$ cat config.mk
export PLATFORM = sky130hd
export DESIGN_NAME = pipeline_hazard_ctrl
export DESIGN_NICKNAME = d
export VERILOG_FILES = /design/src/rtl/pipeline_hazard_ctrl.sv
export SDC_FILE = /design/constraint.sdc
export NUM_CORES = 1
export LEC_CHECK = 0
export ABC_AREA = 1
export BUFFER_PORTS_ARGS = -buffer_cell sky130_fd_sc_hd__clkbuf_2
export CELL_PAD_IN_SITES_DETAIL_PLACEMENT = 1
export CELL_PAD_IN_SITES_GLOBAL_PLACEMENT = 1
export CORE_UTILIZATION = 36
export CTS_BUF_LIST = sky130_fd_sc_hd__clkbuf_4
export CTS_CLUSTER_SIZE = 24
export DETAILED_ROUTE_END_ITERATION = 8
export PLACE_DENSITY = 0.8
export SLEW_MARGIN = 30
export SYNTH_ARGS = -nofsm -noshare
export SYNTH_HDL_FRONTEND = slang
export SYNTH_SLANG_ARGS = --single-unit
$ cat constraint.sdc
create_clock -name Clk -period 1.95 [get_ports Clk]
set_clock_uncertainty 0.15 [all_clocks]
set_input_delay 0.2925 -clock Clk [delete_from_list [all_inputs] [get_ports Clk]]
set_output_delay 0.2925 -clock Clk [all_outputs]
set_load 0.05 [all_outputs]
$ cat src/rtl/pipeline_hazard_ctrl.sv
// pipeline_hazard_ctrl
//
// Central stall/flush sequencer for a 5-stage pipeline. It replaces
// free-running stage registers with gated write enables and clear-to-bubble
// flushes. It handles three cases:
//   - load-use hazards between EX and ID,
//   - taken branches resolved in MEM,
//   - multi-cycle data-memory accesses, with a timeout trap.
//
// Ports
//   Clk, Rst_n        : clock (rising edge) and async active-low reset
//   IdRs/IdRt/IdUsesRt: source specifiers of the instruction in IF/ID
//   ExMemRead/ExRt    : load in EX and its destination register
//   MemBranch/MemZero : branch resolution in EX/MEM
//   MemMemRead/Write  : data-memory access in EX/MEM
//   MemReady          : data memory acknowledges the current access
//   *Write / *Flush   : stage-register enables and clear-to-bubble controls
//   PCSrc             : select branch target for the PC
//   MemReq            : data-memory request strobe
//   MemTimeout        : sticky error flag, cleared only by reset
//   StallCount        : saturating count of cycles with PCWrite=0
//   DbgState          : current sequencer state (0=RUN, 1=MEM_WAIT, 2=ERROR)
//
// Memory handshake: MemReq acts as valid and MemReady as ready. An access
// completes in the cycle where both are high. MemReq stays high until that
// cycle, the timeout, or reset. MemReady is ignored while MemReq is low.

module pipeline_hazard_ctrl #(
   parameter int REG_W       = 5,
   parameter int MEM_TIMEOUT = 16,
   parameter int CNT_W       = 16
) (
   input  logic             Clk,
   input  logic             Rst_n,
   input  logic [REG_W-1:0] IdRs,
   input  logic [REG_W-1:0] IdRt,
   input  logic             IdUsesRt,
   input  logic             ExMemRead,
   input  logic [REG_W-1:0] ExRt,
   input  logic             MemBranch,
   input  logic             MemZero,
   input  logic             MemMemRead,
   input  logic             MemMemWrite,
   input  logic             MemReady,
   output logic             PCWrite,
   output logic             PCSrc,
   output logic             IFIDWrite,
   output logic             IFIDFlush,
   output logic             IDEXWrite,
   output logic             IDEXFlush,
   output logic             EXMEMWrite,
   output logic             EXMEMFlush,
   output logic             MEMWBFlush,
   output logic             MemReq,
   output logic             MemTimeout,
   output logic [CNT_W-1:0] StallCount,
   output logic [1:0]       DbgState
);

   typedef enum logic [1:0] {
      ST_RUN      = 2'd0,
      ST_MEM_WAIT = 2'd1,
      ST_ERROR    = 2'd2
   } state_e;

   localparam int WAIT_W = $clog2(MEM_TIMEOUT);
   localparam logic [WAIT_W-1:0] WAIT_LAST = WAIT_W'(MEM_TIMEOUT - 1);
   localparam logic [WAIT_W-1:0] WAIT_ONE  = WAIT_W'(1);
   localparam logic [CNT_W-1:0]  CNT_MAX   = {CNT_W{1'b1}};

   state_e            st_q, st_d;
   logic [WAIT_W-1:0] wait_cnt_q, wait_cnt_d;
   logic              timeout_q, timeout_d;
   logic [CNT_W-1:0]  stall_cnt_q, stall_cnt_d;

   logic access, taken, load_use;

   assign access   = MemMemRead | MemMemWrite;
   assign taken    = MemBranch & MemZero;
   // Register 0 is hard-wired, so a load into it never creates a hazard.
   assign load_use = ExMemRead && (ExRt != '0) &&
                     ((ExRt == IdRs) || (IdUsesRt && (ExRt == IdRt)));

   always_comb begin
      st_d        = st_q;
      wait_cnt_d  = wait_cnt_q;
      timeout_d   = timeout_q;
      PCWrite     = 1'b1;
      PCSrc       = 1'b0;
      IFIDWrite   = 1'b1;
      IFIDFlush   = 1'b0;
      IDEXWrite   = 1'b1;
      IDEXFlush   = 1'b0;
      EXMEMWrite  = 1'b1;
      EXMEMFlush  = 1'b0;
      MEMWBFlush  = 1'b0;
      MemReq      = 1'b0;

      unique case (st_q)
         ST_RUN, ST_MEM_WAIT: begin
            // A pending access always blocks the lower-priority events.
            // The release cycle falls through to branch/load-use evaluation.
            if (access || st_q == ST_MEM_WAIT) begin
               MemReq = 1'b1;
            end
            if (MemReq && !MemReady) begin
               PCWrite    = 1'b0;
               IFIDWrite  = 1'b0;
               IDEXWrite  = 1'b0;
               EXMEMWrite = 1'b0;
               MEMWBFlush = 1'b1;
               if (st_q == ST_RUN) begin
                  st_d       = ST_MEM_WAIT;
                  wait_cnt_d = WAIT_ONE;
               end else if (wait_cnt_q == WAIT_LAST) begin
                  st_d      = ST_ERROR;
                  timeout_d = 1'b1;
               end else begin
                  wait_cnt_d = wait_cnt_q + WAIT_ONE;
               end
            end else begin
               st_d       = ST_RUN;
               wait_cnt_d = '0;
               if (taken) begin
                  // The dependent instruction is squashed, so load-use is moot.
                  PCSrc      = 1'b1;
                  IFIDFlush  = 1'b1;
                  IDEXFlush  = 1'b1;
                  EXMEMFlush = 1'b1;
               end else if (load_use) begin
                  PCWrite   = 1'b0;
                  IFIDWrite = 1'b0;
                  IDEXFlush = 1'b1;
               end
            end
         end
         ST_ERROR: begin
            PCWrite    = 1'b0;
            IFIDWrite  = 1'b0;
            IDEXWrite  = 1'b0;
            EXMEMWrite = 1'b0;
            MEMWBFlush = 1'b1;
         end
         default: begin
            st_d = ST_ERROR;
         end
      endcase

      // Reset overrides the decode combinationally, so an abandoned
      // access drops MemReq without waiting for a clock edge.
      if (!Rst_n) begin
         PCWrite    = 1'b0;
         PCSrc      = 1'b0;
         IFIDWrite  = 1'b0;
         IFIDFlush  = 1'b1;
         IDEXWrite  = 1'b0;
         IDEXFlush  = 1'b1;
         EXMEMWrite = 1'b0;
         EXMEMFlush = 1'b1;
         MEMWBFlush = 1'b1;
         MemReq     = 1'b0;
      end

      // Cycles frozen by the error trap are not counted as stalls.
      stall_cnt_d = stall_cnt_q;
      if (!PCWrite && st_q != ST_ERROR && stall_cnt_q != CNT_MAX) begin
         stall_cnt_d = stall_cnt_q + 1'b1;
      end
   end

   always_ff @(posedge Clk or negedge Rst_n) begin
      if (!Rst_n) begin
         st_q        <= ST_RUN;
         wait_cnt_q  <= '0;
         timeout_q   <= 1'b0;
         stall_cnt_q <= '0;
      end else begin
         st_q        <= st_d;
         wait_cnt_q  <= wait_cnt_d;
         timeout_q   <= timeout_d;
         stall_cnt_q <= stall_cnt_d;
      end
   end

   assign MemTimeout = timeout_q;
   assign StallCount = stall_cnt_q;
   assign DbgState   = st_q;

endmodule

After elaboration in Yosys (flattened, before gate mapping)
Cells that the tools add are included.

Register bits after elaboration: 23. Bits of input ports: 24. Logic and storage cells: 67.

Add/sub/neg operators: 2. Equal/unequal tests: 9. Mux-type cells: 32. Bitwise logic cells: 4. Reductions and logical operators: 16.

Operator list (number): two-way mux 1 bit (22); adder 16 x 1 -> 16 bit (second input constant) (1); inequality test 16 bit (second input constant) (1); two-way mux 4 bit (3); equality test 5 bit (2); logical AND 1 bit (6); two-way mux 2 bit (3); one-hot mux 1 bit (2 select lines) (3); nonzero test 5 bit (1); adder 4 x 1 -> 4 bit (second input constant) (1); equality test 4 bit (second input constant) (1); inequality test 4 bit (second input constant) (1); one-hot mux 2 bit (2 select lines) (1); AND reduction 2 bit (2); AND reduction 4 bit (1); inequality test 3 bit (second input constant) (1); equality test 2 x 1 -> 1 bit (second input constant) (1); equality test 2 bit (second input constant) (1); zero test 1 bit (2); zero test 2 bit (1); logical OR 1 bit (2); inequality test 2 bit (second input constant) (1); NOT 1 bit (2); OR reduction 2 bit (1); 2 further kinds (2).

Logic depth before layout (Yosys ltp)
Gate-level depths: netlist (run 1).

Depth after elaboration: 12. Gate-level depth with buffers: 12.

Worst setup path after synthesis (run 1)
No wires, ideal clock.

Path type: register -> output. Start point: reg st_q[1] (netlist: DbgState[1]). End point: out PCWrite. Data arrival time: 2.827 ns. Setup slack: -1.319 ns. Cell stages (with the launch flop): 12. Path buffers: 3. Path through: dfrtp_1 -> buf_2 -> nor2_1 -> nor3_2 -> nor2_2 -> nand2_1 -> nand2_1 -> inv_2 -> nand2_4 -> buf_2 -> inv_1 -> buf_4.

Cells in the longest elaborated chain, start to end: 8. Elaborated cells between the ends (all ways): 11. Classes of those cells: eq/ne (2); mux (5); reduce/logical (4).

Ends and longest elaborated chain: from (decl) (RTL line 71) `state_e st_q, st_d;`; from (signal assigned) (RTL line 178) `st_q <= st_d;`; equality test 2 x 1 -> 1 bit; logical OR 1 bit (RTL line 103) `if (access || st_q == ST_MEM_WAIT) begin`; two-way mux 1 bit (RTL line 103); two-way mux 1 bit (RTL line 99) `unique case (st_q)`; logical AND 1 bit (RTL line 106) `if (MemReq && !MemReady) begin`; two-way mux 1 bit; one-hot mux 1 bit (2 select lines) *; two-way mux 1 bit *; to (decl) (RTL line 45) `output logic PCWrite,`.

Every way passes the cells marked *; elsewhere a longest branch is shown, timed or not. The select of a mux whose other input is x is not followed.

Final worst setup path (run 1)
Start point: reg st_q[1] (netlist: DbgState[1]). End point: out IFIDWrite.

Cells in the longest elaborated chain, start to end: 8. Elaborated cells between the ends (all ways): 11. Classes of those cells: eq/ne (2); mux (5); reduce/logical (4).

Ends and longest elaborated chain: equality test 2 x 1 -> 1 bit (RTL line 99, 103); logical OR 1 bit (RTL line 103); two-way mux 1 bit (RTL line 103); two-way mux 1 bit (RTL line 99); logical AND 1 bit (RTL line 106); two-way mux 1 bit (RTL line 106); one-hot mux 1 bit (2 select lines) * (RTL line 99); two-way mux 1 bit * (RTL line 151) `if (!Rst_n) begin`; to (decl) (RTL line 47) `output logic IFIDWrite,`.

Marked as above.

==> flow_summary.ini, run 1 <==
[logic_synthesis]
synth_warnings = 0
synth_ff_type = dfrtp_1
avgSynthCellArea_sq_um = 6.86
ys_seq_elements = 23
synth.net_count = 271
synth_edf_count = 0
seq_area_frac_synth = 0.343
syn_area_sq_um = 1680
synth_top_area_frac = 0.343
synth_area_leader_cell = dfrtp_1
ys_top_cells_by_area = dfrtp_1 (34%), nand2_1 (19%), inv_1 (7.4%)
synth_cells = 245
ys_async_sr_fraction = 1.00
synth_cell_types = 29

[pwr]
intPower_uw = 612
total_power_uw = 854
switchingPower_uw = 243
vdd_drop_max_uv = 318
cellPowerDensity_nw_per_um2 = 320
power_frac_comb = 0.159
p_leak_uw = 0.00142
power_frac_seq = 0.561
p_clk_frac = 0.281
switching_share = 0.284

[timing]
whs_ns = 0.195
fmax_ghz = 0.457
slew_viol_final = 0
setup_violations = 19
worstMarginPinSlew_ns = 0.451
fin_crit_sh = 1.12
min_period_ns = 2.19
rsz0062_at_grt = yes
hold_viol_final = 0
setup_ws_ns = -0.240
slew_headroom = 0.697

[finish]
fillers = 573
antenna_cells = 0
final_net_count = 363
drive_gt1_frac = 0.435
syn_to_final_growth_pct = 58.9
final_area_sq_um = 2670

[placed_design]
dp_hpwl_mm = 3.97
port_buffers = 52
placed_area_sq_um = 2250
gp_congestion = 0.876
post-place-ws_ns = -0.00232

[min_path]
min_from = MemReady
hp-class = input port to register

[floorplan]
core_area_sq_um = 4410
die-height_um = 70.3
initial_core_util = 0.381
dieWidth_um = 70.3
placementRows = 24
pin_count = 53
die_area_sq_um = 4940

[worst_setup_path]
crit_path_start_kind = register
startpoint = DbgState[1]
criticalPathCategory = register to output port
r2r_start = DbgState[1]
critPathMaxFanout = 4
rrSetupSlack_ns = -0.06
worstPathRequired_ns = 1.51
cp.arrival_ns = 1.75
end_kind = output port

[clock_network]
numCtsBuffers = 3
cts.clk_slew.worst_paths_ns = 0.13
root_buffer = clkbuf_4
cts_tree = yes
htreeDepth = 1
clk_latency_ns = 0.33
cts.sinks = 23
cts_buffer_depth = 2

[route]
post_drt_wl_per_cell_um = 18.8
routed_via_density = 5.35
drc_errors = 0
vias = 2075
ant_nets = 0
drt_iter0_markers = 119
drt_wl_total_mm = 7.31
first_pass_iters = 4

[global_routing]
grt_first_pass_wirelength_mm = 9.18
grt_antenna_before_repair = 0
grt_overflow = 0
grt_pass1_vias = 1937
grt_usage = 0.233
grt_max_degree = 24

[status]
status = finished, violations left
violations = setup timing

[run]
cap_violations = 0
-- critical path, stage by stage (launching register included) --
cell	delay, ns
dfrtp_2	0.46
buf_6	0.14
inv_2	0.08
buf_6	0.13
nand2_4	0.08
nand2_8	0.10
inv_12	0.04
nand2_8	0.06
clkinvlp_4	0.13
clkbuf_16	0.20
-- cells in the final DEF, fill, tap and decap left out, types with 2 or more instances in the layout --
master      n
dfrtp_1    11
nor3_1      6
nor2_4      7
nand2_2    12
buf_4      36
nand4_1    18
clkbuf_4    4
buf_8       5
xnor2_1     5
nand2_1    70
nand3_4     2
nor3_4      2
xor2_1      9
a21oi_1     2
inv_1      30
buf_6       2
dfrtp_2    12
nand3_1    10
buf_12      2
clkbuf_16   4
nor2_1     19
inv_2       2
o21ai_0     5
clkbuf_2   42
nand2_8     2
nand2_4     3
-- sequential cells by signal, summed over array words and instances, names as in the netlist --
name,cells
DbgState,2
MemTimeout,1
StallCount,16
wait_cnt_q,4
-- power groups by stage --
stage | registers, uW | logic [uW] | clock network (uW)
2_1_floorplan | 488 | 58.3 | 0
3_3_place_gp | 487 | 107 | 0
3_5_place_dp | 488 | 110 | 0
4_1_cts | 479 | 120 | 243
5_1_grt | 479 | 149 | 255
6_report | 479 | 136 | 240
-- metrics by stage --
stage	instances	utilization	TNS [ns]
after detailed placement	363	0.511	-0.00276
after global routing	388	0.605	-2.80
after floorplan	245	-	-1.83
after global placement	363	0.511	0
final	388	0.605	-1.46
after CTS	375	0.558	-1.12
-- cell families after synthesis --
family | count (synthesis) | synth area share
AND/OR/NAND/NOR | 153 | 0.427
buffers and inverters | 43 | 0.109
flip-flops | 23 | 0.343
XOR/XNOR | 14 | 0.0730
AO/OA/AOI/OAI | 10 | 0.0335
adder cells (fa/ha/maj) | 2 | 0.0149
-- cells in the mapped netlist, types with 2 or more instances --
cell type,count
nand2_1,84
nand4_1,18
ha_1,2
buf_2,3
nor3_1,7
xor2_1,9
a21oi_1,2
dfrtp_1,23
buf_4,3
nor2_1,24
xnor2_1,5
nand3_1,10
inv_1,33
o21ai_0,6
nand2_2,2
-- path summary, 6_finish.rpt --
kind | cells past startpoint | to
setup reg to reg | 12 | StallCount[7]
min in group asynchronous | 3 | StallCount[13]
hold / removal | 4 | wait_cnt_q[2]
hold reg to reg | 1 | MemTimeout
max in group asynchronous | 3 | DbgState[1]
setup / recovery | 9 | IFIDWrite
-- per-layer routing --
metal | global-route usage | share of wire | vias to the layer above
li1 | - | - | 963
met1 | 0.297 | 0.40 | 1020
met2 | 0.420 | 0.52 | 68
met4 | 0.0356 | 0.035 | 0
met5 | 0 | 0 | -
met3 | 0.0317 | 0.047 | 24
-- timing repair --
| item | CTS | global route |
|---|---|---|
| hold endpoints to repair | 23 | 0 |
| pin swaps | 4 | 1 |
| hold buffers | 1 | 0 |
| resized for setup | 26 | 28 |
| setup buffers | 7 | 11 |
| endpoints found under the setup margin | 9 | 26 |
| cloned | 0 | 3 |
-- layout make-up --
cell class	count	area [sq um]	share of cell area
multi-input cells	181	1100	0.413
repair buffers	93	736	0.276
flip-flops and latches	23	591	0.221
inverters	35	148	0.0553
well taps	52	65.1	0.0244
clock buffers	3	22.5	0.00843
clock inverters	1	5.00	0.00187
Note: power is estimated with default switching activity, not from simulation.
==> run 2, diff against run 1 <==
--- a/config.mk
+++ b/config.mk
@@ -9,11 +9,12 @@
 export BUFFER_PORTS_ARGS = -buffer_cell sky130_fd_sc_hd__clkbuf_2
 export CELL_PAD_IN_SITES_DETAIL_PLACEMENT = 1
 export CELL_PAD_IN_SITES_GLOBAL_PLACEMENT = 1
-export CORE_UTILIZATION = 36
+export CORE_ASPECT_RATIO = 1.4
+export CORE_UTILIZATION = 33
 export CTS_BUF_LIST = sky130_fd_sc_hd__clkbuf_4
 export CTS_CLUSTER_SIZE = 24
 export DETAILED_ROUTE_END_ITERATION = 8
-export PLACE_DENSITY = 0.8
+export PLACE_DENSITY = 0.77
 export SLEW_MARGIN = 30
 export SYNTH_ARGS = -nofsm -noshare
 export SYNTH_HDL_FRONTEND = slang
==> constraint.sdc (replaced) <==
create_clock -name Clk -period 1.8 [get_ports Clk]
set_clock_uncertainty 0.15 [all_clocks]
set_input_delay 0.27 -clock Clk [delete_from_list [all_inputs] [get_ports Clk]]
set_output_delay 0.27 -clock Clk [all_outputs]
set_load 0.05 [all_outputs]
==> run 2 against run 1 <==
The flow still finishes with violations (setup timing). Via count fell by 3.7%. Sequential share of layout area fell by 0.24 points. Final cell count rose by 2.6%. Highest routed layer unchanged. Sequential cell count did not move. Utilization fell by 5.2 points. Die area rose by 8.9%. Global-route usage rose by 0.75 points. First-iteration DRC count fell by 58%.
==> flow_summary.ini, run 2 (synthesis results as in run 1) <==
[worst_setup_path]
cp.arrival_ns = 1.77
worstPathCellList = nor2_4 > nor3_4 > nor2_4 > nand2_4 > nand2_8 > inv_12 > nand2_8 > clkinvlp_4 > clkbuf_8
rr_worst_depth = 12
slowest_stage = dfrtp_2
worstPathRequired_ns = 1.38
r2r_start = DbgState[1]
end_kind = output port
crit_path_start_kind = register
cpPeakStageDelay_ns = 0.47
criticalPathCategory = register to output port
critPathMaxFanout = 5
rrSetupSlack_ns = -0.19
r2r-end = StallCount[0]

[timing]
tns_ns = -4.56
fmax_ghz = 0.457
slew_headroom = 0.747
setup_violations = 26
hold_viol_final = 0
setup_ws_ns = -0.386
fin_crit_sh = 1.21
slew_viol_final = 0
whs_ns = 0.157
rsz0062_at_grt = yes
worstMarginPinSlew_ns = 0.376
min_period_ns = 2.19

[floorplan]
die-height_um = 86.4
die_area_sq_um = 5390
initial_core_util = 0.344
dieWidth_um = 62.3
placementRows = 30
pin_count = 53
core_area_sq_um = 4880

[pwr]
cellPowerDensity_nw_per_um2 = 344
p_leak_uw = 0.00143
vdd_drop_max_uv = 263

[placed_design]
placed_area_sq_um = 2340
gp_congestion = 0.860
dp_hpwl_mm = 4.20
port_buffers = 52
dp.cells = 386
post-place-ws_ns = -0.128

[global_routing]
grt_first_pass_wirelength_mm = 10.1
grt_overflow = 0
grt_usage = 0.240
grt_pass1_vias = 2162
grt_max_degree = 24
grt_antenna_before_repair = 0

[finish]
final_area_sq_um = 2700
final_net_count = 361
antenna_cells = 0
fillers = 629
final_cells = 398
final_common_cell = nand2_1
drive_gt1_frac = 0.425
final_cell_mix = nand2_1 (71), clkbuf_2 (42), buf_4 (32)
largest_reg_flops = 16
syn_to_final_growth_pct = 60.6

[status]
status = finished, violations left
violations = setup timing

[route]
first_pass_iters = 4
drt_iter0_markers = 50
post_drt_wl_per_cell_um = 15.6
routed_via_density = 5.02
vias = 1998
drc_errors = 0
drt_wl_total_mm = 6.19
ant_nets = 0

[clock_network]
htreeDepth = 1
cts_buffer_depth = 2
clk_latency_ns = 0.32
cts.sinks = 23
numCtsBuffers = 3
cts_tree = yes
root_buffer = clkbuf_4
cts.clk_slew.worst_paths_ns = 0.14

[min_path]
hold_path_depth = 4
hp-class = input port to register
min_from = MemReady
hold-path-endpoint = wait_cnt_q[1]

[run]
cap_violations = 0
==> run 2: cell types whose count changed in the layout (fill, tap and decap cells not counted), moves of 2 or more <==
cell and delta:
buf_4 -4, buf_6 +4, buf_12 -2, clkbuf_16 +2, nand2_2 -2, nor2_4 -2
==> run 2: worst max-delay path by stage <==
| stage | slack [ns] | endpoint | start | cells past startpoint |
|---|---|---|---|---|
| 2_1_floorplan | -0.63 | PCWrite | DbgState[1] | 11 |
| 3_5_place_dp | -0.13 | StallCount[0] | ExRt[2] | 13 |
| 3_3_place_gp | -0.04 | IDEXFlush | DbgState[0] | 9 |
| 6_report | -0.39 | IFIDWrite | DbgState[1] | 9 |
| 4_1_cts | -0.37 | IFIDWrite | DbgState[1] | 9 |
| 5_1_grt | -0.46 | IFIDWrite | DbgState[1] | 9 |
==> run 2: critical path: cells and delay by family (launching register included) <==
kind / cells / cell delay (ns)
simple gates: 6 / 0.60
buf+inv: 3 / 0.36
flops: 1 / 0.47
==> run 2: where the power goes <==
| group | internal (uW) | total, uW | switching [uW] |
|---|---|---|---|
| registers | 518 | 518 | 0.407 |
| clock network | 83.4 | 254 | 171 |
| logic | 66.5 | 155 | 88.5 |
==> run 2: cell type report <==
class	instances	area (sq um)	share of cell area
tap	64	80.1	0.0297
multi-input combinational	180	1100	0.408
timing repair buffer	92	752	0.279
clock buffer	3	22.5	0.00834
sequential	23	591	0.219
inverter	35	148	0.0547
clock inverter	1	5.00	0.00185
==> run 2: routing by layer <==
metal,GRT usage,share of wire,up-vias
li1,-,-,952
met1,0.236,0.35,986
met2,0.511,0.61,49
met3,0.0211,0.026,11
met4,0.0803,0.021,0
met5,0,0,-
==> run 2: repair_timing <==
item | in CTS | in global routing
hold buffers | 1 | 0
setup buffers | 0 | 8
setup endpoints to repair | 26 | 29
endpoints found under the hold margin | 23 | 0
cloned | 1 | 0
pin swaps | 3 | 6
gates resized for setup | 37 | 19
==> run 2: through the flow <==
stage	total power, uW	util
finish	928	0.553
global route	964	0.553
floorplan	593	-
detailed placement	657	0.480
CTS	928	0.532
global placement	653	0.480
==> run 3, diff against run 2 <==
--- a/config.mk
+++ b/config.mk
@@ -5,16 +5,16 @@
 export SDC_FILE = /design/constraint.sdc
 export NUM_CORES = 1
 export LEC_CHECK = 0
-export ABC_AREA = 1
 export BUFFER_PORTS_ARGS = -buffer_cell sky130_fd_sc_hd__clkbuf_2
 export CELL_PAD_IN_SITES_DETAIL_PLACEMENT = 1
 export CELL_PAD_IN_SITES_GLOBAL_PLACEMENT = 1
 export CORE_ASPECT_RATIO = 1.4
-export CORE_UTILIZATION = 33
+export CORE_MARGIN = 1
+export CORE_UTILIZATION = 34
 export CTS_BUF_LIST = sky130_fd_sc_hd__clkbuf_4
 export CTS_CLUSTER_SIZE = 24
 export DETAILED_ROUTE_END_ITERATION = 8
-export PLACE_DENSITY = 0.77
+export PLACE_DENSITY = 0.78
 export SLEW_MARGIN = 30
 export SYNTH_ARGS = -nofsm -noshare
 export SYNTH_HDL_FRONTEND = slang
==> run 3 against run 2 <==
The run still ends with setup timing left. Final cell count down 28%. Combinational power up 16%. Largest power group unchanged. First-iteration DRC count fell by 62%. Non-clock buffer count is 12 higher. Clock power is 2% lower. Largest cell class unchanged. Worst setup slack improved by 0.050 ns. Count of clock-buffer cells in the layout did not move.
==> flow_summary.ini, run 3 <==
[status]
status = finished, violations left
violations = setup timing

[worst_setup_path]
critPathBufInv = 4
worstPathRequired_ns = 1.38
path_depth = 5
rr_worst_depth = 8
r2r_start = DbgState[1]
critPathMaxFanout = 11
cpPeakStageDelay_ns = 0.44
worstPathCellList = buf_4 > o311ai_4 > buf_6 > clkinvlp_4 > clkbuf_8
criticalPathCategory = register to output port
slowest_stage = dfrtp_2
end_kind = output port
endpoint = IDEXWrite
cp.arrival_ns = 1.72
path_delay_family = buffers and inverters
startpoint = DbgState[1]
rrSetupSlack_ns = -0.24
r2r-end = StallCount[13]
crit_path_start_kind = register

[pwr]
vdd_drop_max_uv = 375
cellPowerDensity_nw_per_um2 = 398
p_leak_uw = 0.00112
total_power_uw = 950

[timing]
fin_crit_sh = 1.19
slew_viol_final = 0
min_period_ns = 2.14
rsz0062_at_grt = yes
setup_violations = 24
fmax_ghz = 0.468
worstMarginPinSlew_ns = 0.452
setup_ws_ns = -0.335
slew_headroom = 0.698
hold_viol_final = 0

[floorplan]
die_area_sq_um = 4320
initial_core_util = 0.352
core_area_sq_um = 3920
pin_count = 53
placementRows = 27
die-height_um = 77.4
dieWidth_um = 55.8

[global_routing]
grt_pass1_vias = 1677
grt_usage = 0.241
grt_overflow = 0
grt_first_pass_wirelength_mm = 8.24
grt_max_degree = 17
grt_antenna_before_repair = 0

[placed_design]
gp_congestion = 0.808
port_buffers = 52
dp_hpwl_mm = 3.56
dp.cells = 268

[logic_synthesis]
synth_top_area_frac = 0.417
synth_cells = 138
ys_top_cells_by_area = dfrtp_1 (42%), xnor2_1 (9.5%), xor2_1 (6.4%)
ys_seq_elements = 23
ys_async_sr_fraction = 1.00
yosysMostFrequentCell = dfrtp_1
synth_ff_type = dfrtp_1
synth_edf_count = 0
synth_warnings = 0
synth_cell_types = 38
synthTopCellsByCount = dfrtp_1 (23), xnor2_1 (15)
syn_area_sq_um = 1380
seq_area_frac_synth = 0.417
avgSynthCellArea_sq_um = 9.99
synth_area_leader_cell = dfrtp_1
synth.net_count = 164

[finish]
largest_reg_flops = 16
drive_gt1_frac = 0.591
final_cells = 285
final_net_count = 269
fillers = 451
syn_to_final_growth_pct = 73.0
final_common_cell = buf_4
antenna_cells = 0
final_cell_mix = buf_4 (44), clkbuf_2 (42), dfrtp_1 (21)

[clock_network]
cts.sinks = 23
clk_latency_ns = 0.31
cts_tree = yes
numCtsBuffers = 3
htreeDepth = 1
root_buffer = clkbuf_4
cts_buffer_depth = 2
cts.clk_slew.worst_paths_ns = 0.14

[route]
routed_via_density = 5.21
vias = 1485
drc_errors = 0
post_drt_wl_per_cell_um = 18.5
drt_wl_total_mm = 5.27
drt_iter0_markers = 19
ant_nets = 0
first_pass_iters = 6

[min_path]
hp-class = input port to async pin

[run]
cap_violations = 0
==> run 3: final cells by class <==
cell class	instances	area, sq um	share of cell area
clock inverter	1	5.00	0.00210
sequential	23	578	0.242
tap	43	53.8	0.0226
inverter	2	11.3	0.00472
multi-input combinational	109	943	0.396
timing repair buffer	104	771	0.323
clock buffer	3	22.5	0.00944
==> run 3: logic make-up (layout without fill, tap and decap cells) <==
group / after synthesis / after routing / synth area share
AO/OA/AOI/OAI: 20 / 20 / 0.120
XOR/XNOR: 25 / 25 / 0.159
adder cells (fa/ha/maj): 2 / 2 / 0.0181
buffers and inverters: 6 / 110 / 0.0245
flip-flops: 23 / 23 / 0.417
multiplexers: 1 / 1 / 0.0109
AND/OR/NAND/NOR: 61 / 61 / 0.250
==> run 3: worst min-delay path by stage <==
stage	startpoint	end	slack, ns	cells past startpoint
floorplan	Rst_n	DbgState[0]	-0.18	0
global placement	Rst_n	MemTimeout	0.14	2
detailed placement	Rst_n	MemTimeout	0.13	2
CTS	MemReady	DbgState[0]	0.19	3
global route	Rst_n	StallCount[2]	0.04	3
finish	Rst_n	StallCount[5]	0.02	3
==> run 3: power by group <==
part / internal [uW] / total [uW] / leakage [uW] / switching, uW
registers: 518 / 520 / 0.000297 / 1.61
clock network: 83.0 / 250 / 0.0000177 / 167
logic: 79.7 / 180 / 0.000807 / 100
==> run 3: layer usage <==
| metal | GRT usage | vias to the layer above | wire length [um] |
|---|---|---|---|
| li1 | - | 704 | - |
| met1 | 0.263 | 739 | 1980 |
| met2 | 0.482 | 32 | 3110 |
| met3 | 0.0217 | 10 | 81 |
| met4 | 0.0683 | 0 | 93 |
| met5 | 0 | - | 0 |
==> run 3: what timing repair did <==
item                                    in CTS  in global routing
hold endpoints to repair                    23                  0
pin swaps                                   12                 13
hold buffers                                 1                  0
setup buffers                                6                  7
resized for setup                           36                 19
endpoints found under the setup margin      25                 26
==> run 3: tightest hold or removal path, cell delays in order <==
cell            delay (ns)
clkbuf_2              0.11
dlymetal6s4s_1        0.23
buf_4                 0.26
==> run 3: per-stage QoR <==
| stage | setup TNS, ns | setup WS (ns) | utilization | hold slack [ns] | cell area [sq um] |
|---|---|---|---|---|---|
| floorplan | -13.40 | -0.849 | - | -0.176 | 1460 |
| global placement | -4.68 | -0.300 | 0.519 | 0.138 | 2030 |
| detailed placement | -6.24 | -0.369 | 0.519 | 0.126 | 2030 |
| CTS | -4.81 | -0.352 | 0.580 | 0.186 | 2270 |
| global route | -6.88 | -0.393 | 0.609 | 0.0379 | 2380 |
| finish | -5.32 | -0.335 | 0.609 | 0.0165 | 2380 |
